[src/rtl/alu_decode_issue.sv]
// Registered MIPS instruction-to-ALU decode stage with valid/ready handshake.
// A one-entry skid buffer behind the output register keeps InReady registered.
module alu_decode_issue #(
  parameter int CNT_W = 16
) (
  input  logic             Clk,
  input  logic             Rst,
  input  logic             Flush,
  input  logic             InValid,
  output logic             InReady,
  input  logic [31:0]      Instr,
  output logic             OutValid,
  input  logic             OutReady,
  output logic [3:0]       ALUControl,
  output logic             ASel,
  output logic [1:0]       BSel,
  output logic [31:0]      ImmOut,
  output logic             Illegal,
  output logic [CNT_W-1:0] DecodeCount
);

  typedef struct packed {
    logic [3:0]  alu;
    logic        asel;
    logic [1:0]  bsel;
    logic [31:0] imm;
    logic        illegal;
  } bundle_t;

  localparam bundle_t BUNDLE_ZERO = '0;

  function automatic bundle_t mk(input logic [3:0] alu, input logic asel,
                                 input logic [1:0] bsel, input logic [31:0] imm);
    bundle_t b;
    b.alu     = alu;
    b.asel    = asel;
    b.bsel    = bsel;
    b.imm     = imm;
    b.illegal = 1'b0;
    return b;
  endfunction

  logic [5:0]  op;
  logic [5:0]  funct;
  logic [4:0]  shamt;
  logic [31:0] sext;
  logic [31:0] zext;
  logic        unused_instr_bits;

  assign op    = Instr[31:26];
  assign funct = Instr[5:0];
  assign shamt = Instr[10:6];
  assign sext  = {{16{Instr[15]}}, Instr[15:0]};
  assign zext  = {16'b0, Instr[15:0]};
  // Register specifiers are consumed by the register file, not by this stage.
  assign unused_instr_bits = ^{Instr[25:22], Instr[20:16]};

  bundle_t dec;

  always_comb begin
    // Undecodable words still issue as a harmless JUMP-coded bundle flagged illegal.
    dec         = mk(4'd8, 1'b0, 2'd3, 32'd0);
    dec.illegal = 1'b1;
    case (op)
      6'h00: begin
        case (funct)
          6'h20, 6'h21: dec = mk(4'd2,  1'b0, 2'd0, 32'd0);
          6'h22, 6'h23: dec = mk(4'd6,  1'b0, 2'd0, 32'd0);
          6'h24:        dec = mk(4'd0,  1'b0, 2'd0, 32'd0);
          6'h25:        dec = mk(4'd1,  1'b0, 2'd0, 32'd0);
          6'h26:        dec = mk(4'd4,  1'b0, 2'd0, 32'd0);
          6'h27:        dec = mk(4'd3,  1'b0, 2'd0, 32'd0);
          6'h2A:        dec = mk(4'd7,  1'b0, 2'd0, 32'd0);
          6'h2B:        dec = mk(4'd14, 1'b0, 2'd0, 32'd0);
          6'h08:        dec = mk(4'd8,  1'b0, 2'd0, 32'd0);
          6'h00:        dec = mk(4'd10, 1'b1, 2'd2, {27'b0, shamt});
          6'h02: begin
            if (Instr[21]) dec = mk(4'd13, 1'b1, 2'd2, {27'b0, shamt});
          end
          default: ;
        endcase
      end
      6'h1C: begin
        case (funct)
          6'h02:   dec = mk(4'd9,  1'b0, 2'd0, 32'd0);
          6'h20:   dec = mk(4'd12, 1'b0, 2'd3, 32'd0);
          6'h21:   dec = mk(4'd12, 1'b0, 2'd3, 32'd1);
          default: ;
        endcase
      end
      6'h08, 6'h09, 6'h23, 6'h2B: dec = mk(4'd2,  1'b0, 2'd1, sext);
      6'h0A:                      dec = mk(4'd7,  1'b0, 2'd1, sext);
      6'h0B:                      dec = mk(4'd14, 1'b0, 2'd1, sext);
      6'h0C:                      dec = mk(4'd0,  1'b0, 2'd1, zext);
      6'h0D:                      dec = mk(4'd1,  1'b0, 2'd1, zext);
      6'h0E:                      dec = mk(4'd4,  1'b0, 2'd1, zext);
      6'h04, 6'h05:               dec = mk(4'd6,  1'b0, 2'd0, 32'd0);
      6'h02, 6'h03:               dec = mk(4'd8,  1'b0, 2'd3, 32'd0);
      default: ;
    endcase
  end

  bundle_t          main_reg, main_next;
  bundle_t          skid_reg, skid_next;
  logic             main_valid_reg, main_valid_next;
  logic             skid_valid_reg, skid_valid_next;
  logic             in_ready_reg;
  logic [CNT_W-1:0] count_reg;
  logic             accept;
  logic             handoff;

  assign accept  = InValid & in_ready_reg;
  assign handoff = main_valid_reg & OutReady;

  always_comb begin
    main_next       = main_reg;
    skid_next       = skid_reg;
    main_valid_next = main_valid_reg;
    skid_valid_next = skid_valid_reg;
    if (Flush) begin
      main_valid_next = 1'b0;
      skid_valid_next = 1'b0;
    end else if (handoff) begin
      // A full skid deasserts InReady, so accept cannot coincide with a skid refill.
      if (skid_valid_reg) begin
        main_next       = skid_reg;
        skid_valid_next = 1'b0;
      end else if (accept) begin
        main_next = dec;
      end
      main_valid_next = skid_valid_reg | accept;
    end else if (accept) begin
      if (main_valid_reg) begin
        skid_next       = dec;
        skid_valid_next = 1'b1;
      end else begin
        main_next       = dec;
        main_valid_next = 1'b1;
      end
    end
  end

  always_ff @(posedge Clk) begin
    if (Rst) begin
      main_reg       <= BUNDLE_ZERO;
      skid_reg       <= BUNDLE_ZERO;
      main_valid_reg <= 1'b0;
      skid_valid_reg <= 1'b0;
      in_ready_reg   <= 1'b1;
      count_reg      <= '0;
    end else begin
      main_reg       <= main_next;
      skid_reg       <= skid_next;
      main_valid_reg <= main_valid_next;
      skid_valid_reg <= skid_valid_next;
      in_ready_reg   <= ~skid_valid_next;
      if (handoff) count_reg <= count_reg + 1'b1;
    end
  end

  assign InReady     = in_ready_reg;
  assign OutValid    = main_valid_reg;
  assign ALUControl  = main_reg.alu;
  assign ASel        = main_reg.asel;
  assign BSel        = main_reg.bsel;
  assign ImmOut      = main_reg.imm;
  assign Illegal     = main_reg.illegal;
  assign DecodeCount = count_reg;

endmodule

[config.mk]
export PLATFORM = sky130hd
export DESIGN_NAME = alu_decode_issue
export DESIGN_NICKNAME = d
export VERILOG_FILES = /design/src/rtl/alu_decode_issue.sv
export SDC_FILE = /design/constraint.sdc
export NUM_CORES = 1
export LEC_CHECK = 0
export CORE_UTILIZATION = 40
export DETAILED_ROUTE_END_ITERATION = 8
export PLACE_DENSITY = 0.68
export SLEW_MARGIN = 40
export SYNTH_ARGS = -nofsm -noshare
export SYNTH_HDL_FRONTEND = slang
export SYNTH_SLANG_ARGS = --single-unit
[constraint.sdc]
create_clock -name Clk -period 2.25 [get_ports Clk]
set_input_delay 0.3375 -clock Clk [delete_from_list [all_inputs] [get_ports Clk]]
set_output_delay 0.3375 -clock Clk [all_outputs]
set_load 0.01 [all_outputs]
==> out/metrics.yaml, run 1 <==
finalCritPeriodShare_pct: 84.84
final_nets: 551
drt_iter0_markers: 179
yosysTopAreaCell: "dfxtp_1"
rsz0062_at_grt: "no"
wl_per_cell_um: 14.57
ys_top_cells_by_area: "dfxtp_1 (38%), nor2_1 (5.3%), a21oi_1 (4.0%)"
ant_nets: 0
antenna_found_initial: 0
fin_area_um2: 4806
cts_resized: 0
finalClockSkew_ns: 0.01353
route.vias.total: 3487
crit_fanout: 19
yosysSeqAreaShare_pct: 38.28
clockBufferDepth: 2
fin_crit_ns: 1.909
synth_area_per_cell_um2: 8.182
pwr-share-seq_pct: 43.3
initial_core_util_pct: 41.38
first_pass_iters: 5
worst_pin_slew_ns: 0.4393
drv_slew: 0
via_per_inst: 5.570
power.switching_w: 0.0007127
cts.sinks: 69
core_um2: 8721
cts_setup_buffers: 0
drive_above_1_share_pct: 12.74
syn_area_um2: 3608
die-width_um: 96.98
clkTransAtPathRegs_ns: 0.08
setup_violations: 0
power_leakage_nw: 1.660
yosysWarnings: 0
grt_max_degree: 36
internal-power_w: 0.002243
grt_overflow: 0
insertion_delay_ns: 0.34
cts_tree: "done"
path_class: "input port to register"
antenna_cells: 0
worst_setup_path_end_kind: "register"
ir_worst_vdd_mv: 0.2701
max_freq_mhz: 523.8
grt_pass1_vias: 3175
p_sw_share_pct: 24.11
clkPwrFrac_pct: 42.1
power_density_nw_per_um2: 615.0
fillerInstances: 798
routabilityCongestion: 0.8384
hold-worst-slack_ns: 0.3858
port_buffers: 85
grt_usage_pct: 19.97
relSlewSlack_pct: 70.47
synth_cell_types: 61
async_reset_ff_share_pct: 0
required_ns: 2.50
areaGrowthSynthToFinish_pct: 33.18
critPathArrivalTime_ns: 2.16
synth-main-ff-cell: "dfxtp_1"
largest_reg_flops: 25
status: "completed"
routed_wl_um: 9118
hp-class: "input port to register"
io_pins: 95
place_hpwl_um: 6519
die-area_um2: 9405
p_comb_share_pct: 14.7
hold_buffers: 0
critPathLaunchType: "input port"
hold_violations: 0
drc: 0
clockRootBuffer: "clkbuf_8"
synth_top_area_share_pct: 38.28
placed_area_um2: 4557
htree_levels: 3
synth-edff-count: 0
drv_cap: 0
rows: 34
grt_pass1_wl_um: 15410
cts_buffers: 9
synthCells: 441
synth_seq_cells: 69
die_h_um: 96.98
synth_fp_nets: 479
## critical path, stage by stage
cell and delay (ns):
clkdlybuf4s50_1 0.51, nand2_1 0.14, a2111oi_4 0.46, buf_4 0.30
a22oi_1 0.13, a211oi_1 0.27
## area by class of cell
cell class                      instances  area, µm²  share of cell area [%]
Clock buffer                           11      141.4                   2.942
Clock inverter                          5      107.6                   2.239
Inverter                                6      22.52                  0.4686
Multi-Input combinational cell        313       1917                   39.89
Sequential cell                        69       1381                   28.74
Tap cell                              108      135.1                   2.812
Timing Repair Buffer                  114       1101                   22.91
## logic make-up after synthesis
logic type | after synthesis | synth area share (%)
xor+xnor | 11 | 2.670
flops | 69 | 38.28
mux | 2 | 0.5548
compound gates | 108 | 21.57
fa+ha+maj | 1 | 0.3467
buf+inv | 59 | 8.772
simple gates | 191 | 27.81
## synthesized netlist by cell type (6+ instances only)
master    number
dfxtp_1       69
nor2_1        51
nand2_1       35
a21oi_1       29
nand3_1       26
nor3_1        20
buf_4         19
clkbuf_1      19
o21ai_0       19
a211oi_1      14
buf_2         13
a221oi_1      12
nor2b_1        8
or3_1          7
xnor2_1        6
## cells in the final DEF, fill, tap and decap left out, types with 5 or more instances in the layout
| cell | synthesis | final |
|---|---|---|
| o21ai_0 | 19 | 19 |
| a211oi_1 | 14 | 14 |
| clkdlybuf4s50_1 | 0 | 84 |
| a21oi_1 | 29 | 29 |
| nor2b_1 | 8 | 8 |
| nand2_1 | 35 | 35 |
| xnor2_1 | 6 | 6 |
| or3_1 | 7 | 7 |
| nor4_1 | 5 | 5 |
| xor2_1 | 5 | 5 |
| nor3_1 | 20 | 20 |
| and3_1 | 5 | 5 |
| buf_4 | 19 | 26 |
| nand3_1 | 26 | 26 |
| clkbuf_8 | 0 | 10 |
| inv_1 | 5 | 5 |
| dfxtp_1 | 69 | 69 |
| a221oi_1 | 12 | 12 |
| nor2_1 | 51 | 51 |
| a311oi_1 | 5 | 5 |
## stage by stage
stage	cells	setup slack [ns]	util [%]	TNS [ns]	power [W]
2_1_floorplan	441	0.5555	-	0	0.001542
3_3_place_gp	610	0.03517	52.25	0	0.001732
3_5_place_dp	610	-0.01402	52.25	-0.02771	0.001740
4_1_cts	626	0.3196	55.11	0	0.002979
5_1_grt	626	0.1735	55.11	0	0.003073
6_report	626	0.3410	55.11	0	0.002956
## path summary, 6_finish.rpt
path / to / startpoint / slack (ns) / cells past startpoint
worst min register to register: skid_reg[10] / skid_reg[10] / 0.46 / 2
worst max-delay path: skid_reg[5] / Instr[27] / 0.34 / 6
worst max register to register: ImmOut[5] / OutValid / 0.38 / 5
worst min-delay path: DecodeCount[2] / Rst / 0.39 / 2
## layer usage
metal  vias up  global-route usage, %  wire length (µm)
li1       1727                      -                 -
met1      1639                  26.67              4252
met2       109                  31.58              4224
met3        12                  3.035               485
met4         0                  9.414               155
met5         -                      0                 0
## power groups by stage
| stage | Combinational (W) | Sequential (W) | Clock, W |
|---|---|---|---|
| after global routing | 0.000471 | 0.00128 | 0.00132 |
| after CTS | 0.000433 | 0.00128 | 0.00127 |
| after detailed placement | 0.000432 | 0.00131 | 0 |
| after global placement | 0.000425 | 0.00131 | 0 |
| after floorplan | 0.000226 | 0.00132 | 0 |
| final | 0.000433 | 0.00128 | 0.00124 |
Power figures use the tool's default switching activity.
==> run 2: changes to the inputs <==
Clock period 2.25 ns to 1.8 ns, I/O delays scaled along.
==> out/metrics.yaml, run 2 (synthesis gave the netlist of run 1 again) <==
routabilityCongestion: 0.9263  # +10%
internal-power_w: 0.002840  # +27%
clockBufferDepth: 2  # unchanged
hold_path_end: "ImmOut[0]"
grt_pass1_wl_um: 15570  # +1.1%
dp_worst_setup_slack_ns: -0.3679  # -0.3539 ns
cts.sinks: 69  # unchanged
route.vias.total: 3607  # +3.4%
worst_pin_slew_ns: 0.3974  # -0.04189 ns
critPathLaunchType: "input port"
rrSetupSlack_ns: 0.15  # -0.23 ns
drc: 0  # unchanged
final_common_cell: "clkdlybuf4s50_1"
drv_cap: 0  # unchanged
timing.rr.end: "ALUControl[2]"
ir_worst_vdd_mv: 0.3739  # +38%
via_per_inst: 5.507  # -1.1%
rows: 34  # unchanged
cp_slowest_cell: "clkdlybuf4s50_1"
place_hpwl_um: 6899  # +5.8%
insertion_delay_ns: 0.34  # about the same
critPathArrivalTime_ns: 1.94  # -0.22 ns
die-width_um: 96.98  # unchanged
postLayoutCoreUtil_pct: 58.52  # +3.4 points
drive_above_1_share_pct: 19.38  # +6.6 points
crit_family: "simple AND/OR/NAND/NOR gates"
largest_reg_flops: 25  # unchanged
io_pins: 95  # unchanged
grt_pass1_vias: 3312  # +4.3%
worst_setup_path_end_kind: "register"
core_um2: 8721  # unchanged
hold_violations: 0  # unchanged
fin_crit_ns: 1.733
cpPeakStageDelay_ns: 0.49  # -0.02 ns
status: "completed"
grt_usage_pct: 20.01  # +0.040 points
areaGrowthSynthToFinish_pct: 41.44
power.switching_w: 0.0008825  # +24%
power_density_nw_per_um2: 729.3  # +19%
layout_common_cells: "clkdlybuf4s50_1 (79), dfxtp_1 (67), buf_4 (54), nor2_1 (49), nand2_1 (35)"
clockRootBuffer: "clkbuf_8"
path_class: "input port to register"
hp-class: "input port to register"
path_buf_inv: 1  # -1
crit_chain: "clkdlybuf4s50_1, and2b_1, nor4_4, nor3_4, a221oi_2, a2111oi_2"
setup_violations: 0  # unchanged
hold_start: "Rst"
antenna_found_initial: 0  # unchanged
finalCritPeriodShare_pct: 96.27
initial_core_util_pct: 41.38  # unchanged
rsz0062_at_grt: "yes"
cts_buffers: 9  # unchanged
die-area_um2: 9405  # unchanged
first_pass_iters: 4  # -1
routed_wl_um: 9455  # +3.7%
cts_tree: "done"
fin_total_pwr_w: 0.003722  # +26%
final_nets: 580  # +5.3%
htree_levels: 3  # unchanged
power_leakage_nw: 1.866  # +12%
grt_overflow: 0  # unchanged
wl_per_cell_um: 14.44  # -0.90%
port_buffers: 85  # unchanged
ant_nets: 0  # unchanged
max_freq_mhz: 577.1
clkPwrFrac_pct: 40.8  # -1.3 points
fillerInstances: 778  # -2.5%
clkTransAtPathRegs_ns: 0.07  # about the same
r2r-start: "skid_valid_reg"
finalClockSkew_ns: 0.007931  # -0.005600 ns
relSlewSlack_pct: 73.51  # +3.0 points
p_comb_share_pct: 16.3  # +1.6 points
drt_iter0_markers: 170  # -5.0%
grt_max_degree: 36  # unchanged
fin_setup_tns_ns: 0  # unchanged
drv_slew: 0  # unchanged
pwr-share-seq_pct: 43.0  # -0.3 points
hold_depth: 2  # unchanged
required_ns: 2.01  # -0.49 ns
r2r_cells: 5  # unchanged
p_sw_share_pct: 23.71  # -0.41 points
crit_fanout: 3  # -16
finalWorstSetupSlack_ns: 0.06721  # -0.2738 ns
die_h_um: 96.98  # unchanged
antenna_cells: 0  # unchanged
[run 2: worst max path at each step]
stage / from / end / slack [ns] / cells past startpoint
after global routing: Instr[2] / BSel[0] / -0.03 / 7
final: Instr[3] / ALUControl[2] / 0.07 / 6
after CTS: Instr[5] / skid_reg[38] / -0.001 / 6
after detailed placement: Instr[5] / skid_reg[38] / -0.37 / 6
after floorplan: OutValid / ImmOut[10] / 0.11 / 7
after global placement: Instr[26] / ImmOut[2] / -0.29 / 7
[run 2: area by class of cell]
class / count / area [µm²] / share of cell area (%)
Inverter: 6 / 22.52 / 0.4413
Tap cell: 108 / 135.1 / 2.648
Sequential cell: 69 / 1384 / 27.11
Clock buffer: 12 / 145.1 / 2.844
Timing Repair Buffer: 143 / 1335 / 26.16
Multi-Input combinational cell: 313 / 1987 / 38.93
Clock inverter: 4 / 95.09 / 1.863
[run 2: what timing repair did]
item | 4_1_cts | 5_1_grt
setup buffers | 0 | 0
resized for setup | 2 | 22
hold buffers | 0 | 0
endpoints found under the setup margin | 18 | 33
pin swaps | 0 | 9
[run 2: stage by stage]
| stage | cell area (µm²) | std cells | hold WS (ns) |
|---|---|---|---|
| after global placement | 4775 | 639 | 0.4381 |
| after global routing | 5104 | 655 | 0.3589 |
| final | 5104 | 655 | 0.3589 |
| after floorplan | 3608 | 441 | 0.3485 |
| after detailed placement | 4775 | 639 | 0.4488 |
| after CTS | 5017 | 655 | 0.3392 |
[run 2: power groups by stage]
stage | Sequential, W | Clock (W) | Combinational (W)
CTS | 0.00160 | 0.00155 | 0.000588
global route | 0.00160 | 0.00162 | 0.000653
detailed placement | 0.00163 | 0 | 0.000585
global placement | 0.00163 | 0 | 0.000578
floorplan | 0.00165 | 0 | 0.000283
finish | 0.00160 | 0.00152 | 0.000606
[run 2: metal layers]
layer	share of wire [%]	track usage, %	wire length [µm]
met1	46	27.08	4370
met2	48	32.50	4509
met3	5.0	3.179	470
met4	1.1	6.429	104
met5	0	0	0
==> run 3: changes to the inputs <==
Settings changed: CORE_UTILIZATION 40 to 49, PLACE_DENSITY 0.68 to 0.8, RECOVER_POWER set to 25.
==> out/metrics.yaml, run 3 (synthesis gave the netlist of run 1 again) <==
status: "completed"
ir_worst_vdd_mv: 0.3672  # -1.8%
drt_iter0_markers: 321  # +89%
cts_buffers: 9  # unchanged
fin_total_pwr_w: 0.003510  # -5.7%
largest_reg_flops: 25  # unchanged
critPathArrivalTime_ns: 1.97  # +0.03 ns
drv_slew: 0  # unchanged
cts.sinks: 69  # unchanged
worst_pin_slew_ns: 0.4517  # +0.05427 ns
drv_cap: 0  # unchanged
relSlewSlack_pct: 69.89  # -3.6 points
core_um2: 6944  # -20%
die-width_um: 87.82  # -9.5%
grt_pass1_wl_um: 15610  # +0.26%
clkTransAtPathRegs_ns: 0.07  # about the same
clockRootBuffer: "clkbuf_8"
rows: 30  # -12%
critPathLaunchType: "input port"
power_density_nw_per_um2: 681.9  # -6.5%
grt_pass1_vias: 3453  # +4.3%
ant_nets: 0  # unchanged
drc: 0  # unchanged
max_freq_mhz: 571.1  # -1.0%
place_hpwl_um: 7149  # +3.6%
rsz0062_at_grt: "yes"
htree_levels: 3  # unchanged
route.vias.total: 3826  # +6.1%
hold_buffers: 0  # unchanged
layout_common_cells: "dfxtp_1 (68), clkdlybuf4s50_1 (61), buf_4 (60), nor2_1 (48), nand2_1 (35)"
fin_cells: 653  # -0.31%
grt_usage_pct: 26.01  # +6.0 points
wl_per_cell_um: 15.42  # +6.8%
port_buffers: 85  # unchanged
grt_max_degree: 36  # unchanged
areaGrowthSynthToFinish_pct: 42.65
routabilityCongestion: 0.9561  # +3.2%
path_class: "input port to register"
hp-class: "input port to register"
grt_overflow: 0  # unchanged
finalCritPeriodShare_pct: 97.27  # +1.0 points
fin_crit_ns: 1.751  # +0.01813 ns
finalClockSkew_ns: 0.008138  # +0.0002069 ns
dp_cells: 632  # -1.1%
worst_setup_path_end_kind: "register"
cts_tree: "done"
clockBufferDepth: 2  # unchanged
die-area_um2: 7711  # -18%
drive_above_1_share_pct: 22.08  # +2.7 points
initial_core_util_pct: 51.96  # +11 points
final_common_cell: "dfxtp_1"
setup_violations: 0  # unchanged
routed_wl_um: 10070  # +6.5%
insertion_delay_ns: 0.35  # about the same
antenna_cells: 0  # unchanged
hold-worst-slack_ns: 0.3533  # -0.005634 ns
io_pins: 95  # unchanged
power_leakage_nw: 1.917  # +2.8%
required_ns: 2.02  # about the same
die_h_um: 87.82  # -9.5%
finalWorstSetupSlack_ns: 0.04907  # -0.01813 ns
via_per_inst: 5.859  # +6.4%
dp_worst_setup_slack_ns: -0.3771  # -0.009218 ns
crit_fanout: 7  # +4
final_nets: 590  # +1.7%
first_pass_iters: 5  # +1
hold_violations: 0  # unchanged
antenna_found_initial: 0  # unchanged
[run 3: cell types whose count changed in the layout (fill, tap and decap cells not counted), sizes merged]
cell	change
dlygate4sd3	+20
dlymetal6s2s	-2
buf	+8
clkinvlp	+1
bufinv	-2
clkinv	+2
inv	+1
clkdlybuf4s50	-18
[run 3: worst paths after layout]
check | start | end | depth (start not counted) | slack, ns
setup / recovery | Instr[26] | ALUControl[0] | 7 | 0.05
hold / removal | Rst | DecodeCount[1] | 2 | 0.35
setup reg to reg | OutValid | ImmOut[5] | 5 | 0.11
hold reg to reg | skid_reg[31] | skid_reg[31] | 2 | 0.46
[run 3: area by class of cell]
cell class,instances,area (µm²)
sequential,69,1383
tap,96,120.1
clock inverter,6,61.31
fill,510,1797
clock buffer,10,137.6
timing repair buffer,153,1399
multi-input combinational,313,2024
inverter,6,22.52
[run 3: repair_timing]
action / 4_1_cts / 5_1_grt
gates cloned: 0 / 1
resized for setup: 1 / 28
setup buffers: 0 / 4
pin swaps: 0 / 8
endpoints found under the setup margin: 16 / 33
[run 3: metal layers]
metal	wire length (µm)	share of wire (%)	track usage [%]
met1	4038	40	32.38
met5	0	0	0
met3	830	8.2	4.713
met2	4909	49	42.57
met4	288	2.9	14.31
[run 3: metrics by stage]
stage          cell area (µm²)  utilization [%]  setup TNS, ns
2_1_floorplan             3608                -              0
3_3_place_gp              4785            68.90         -10.55
3_5_place_dp              4785            68.90         -12.94
4_1_cts                   4985            71.78              0
5_1_grt                   5147            74.13        -0.1609
6_report                  5147            74.13              0
[run 3: critical path, stage by stage]
cell and delay, ns:
clkdlybuf4s50_1 0.50, buf_4 0.14, buf_4 0.14, and4b_1 0.20, a211o_2 0.31, a21oi_1 0.28
a221oi_1 0.14
[run 3: report_power, final]
part	switching [W]	internal (W)	total [W]
clock	0.000613	0.000675	0.00129
sequential	0.0000315	0.00157	0.00160
combinational	0.000304	0.000319	0.000622
total	0.000948	0.00256	0.00351
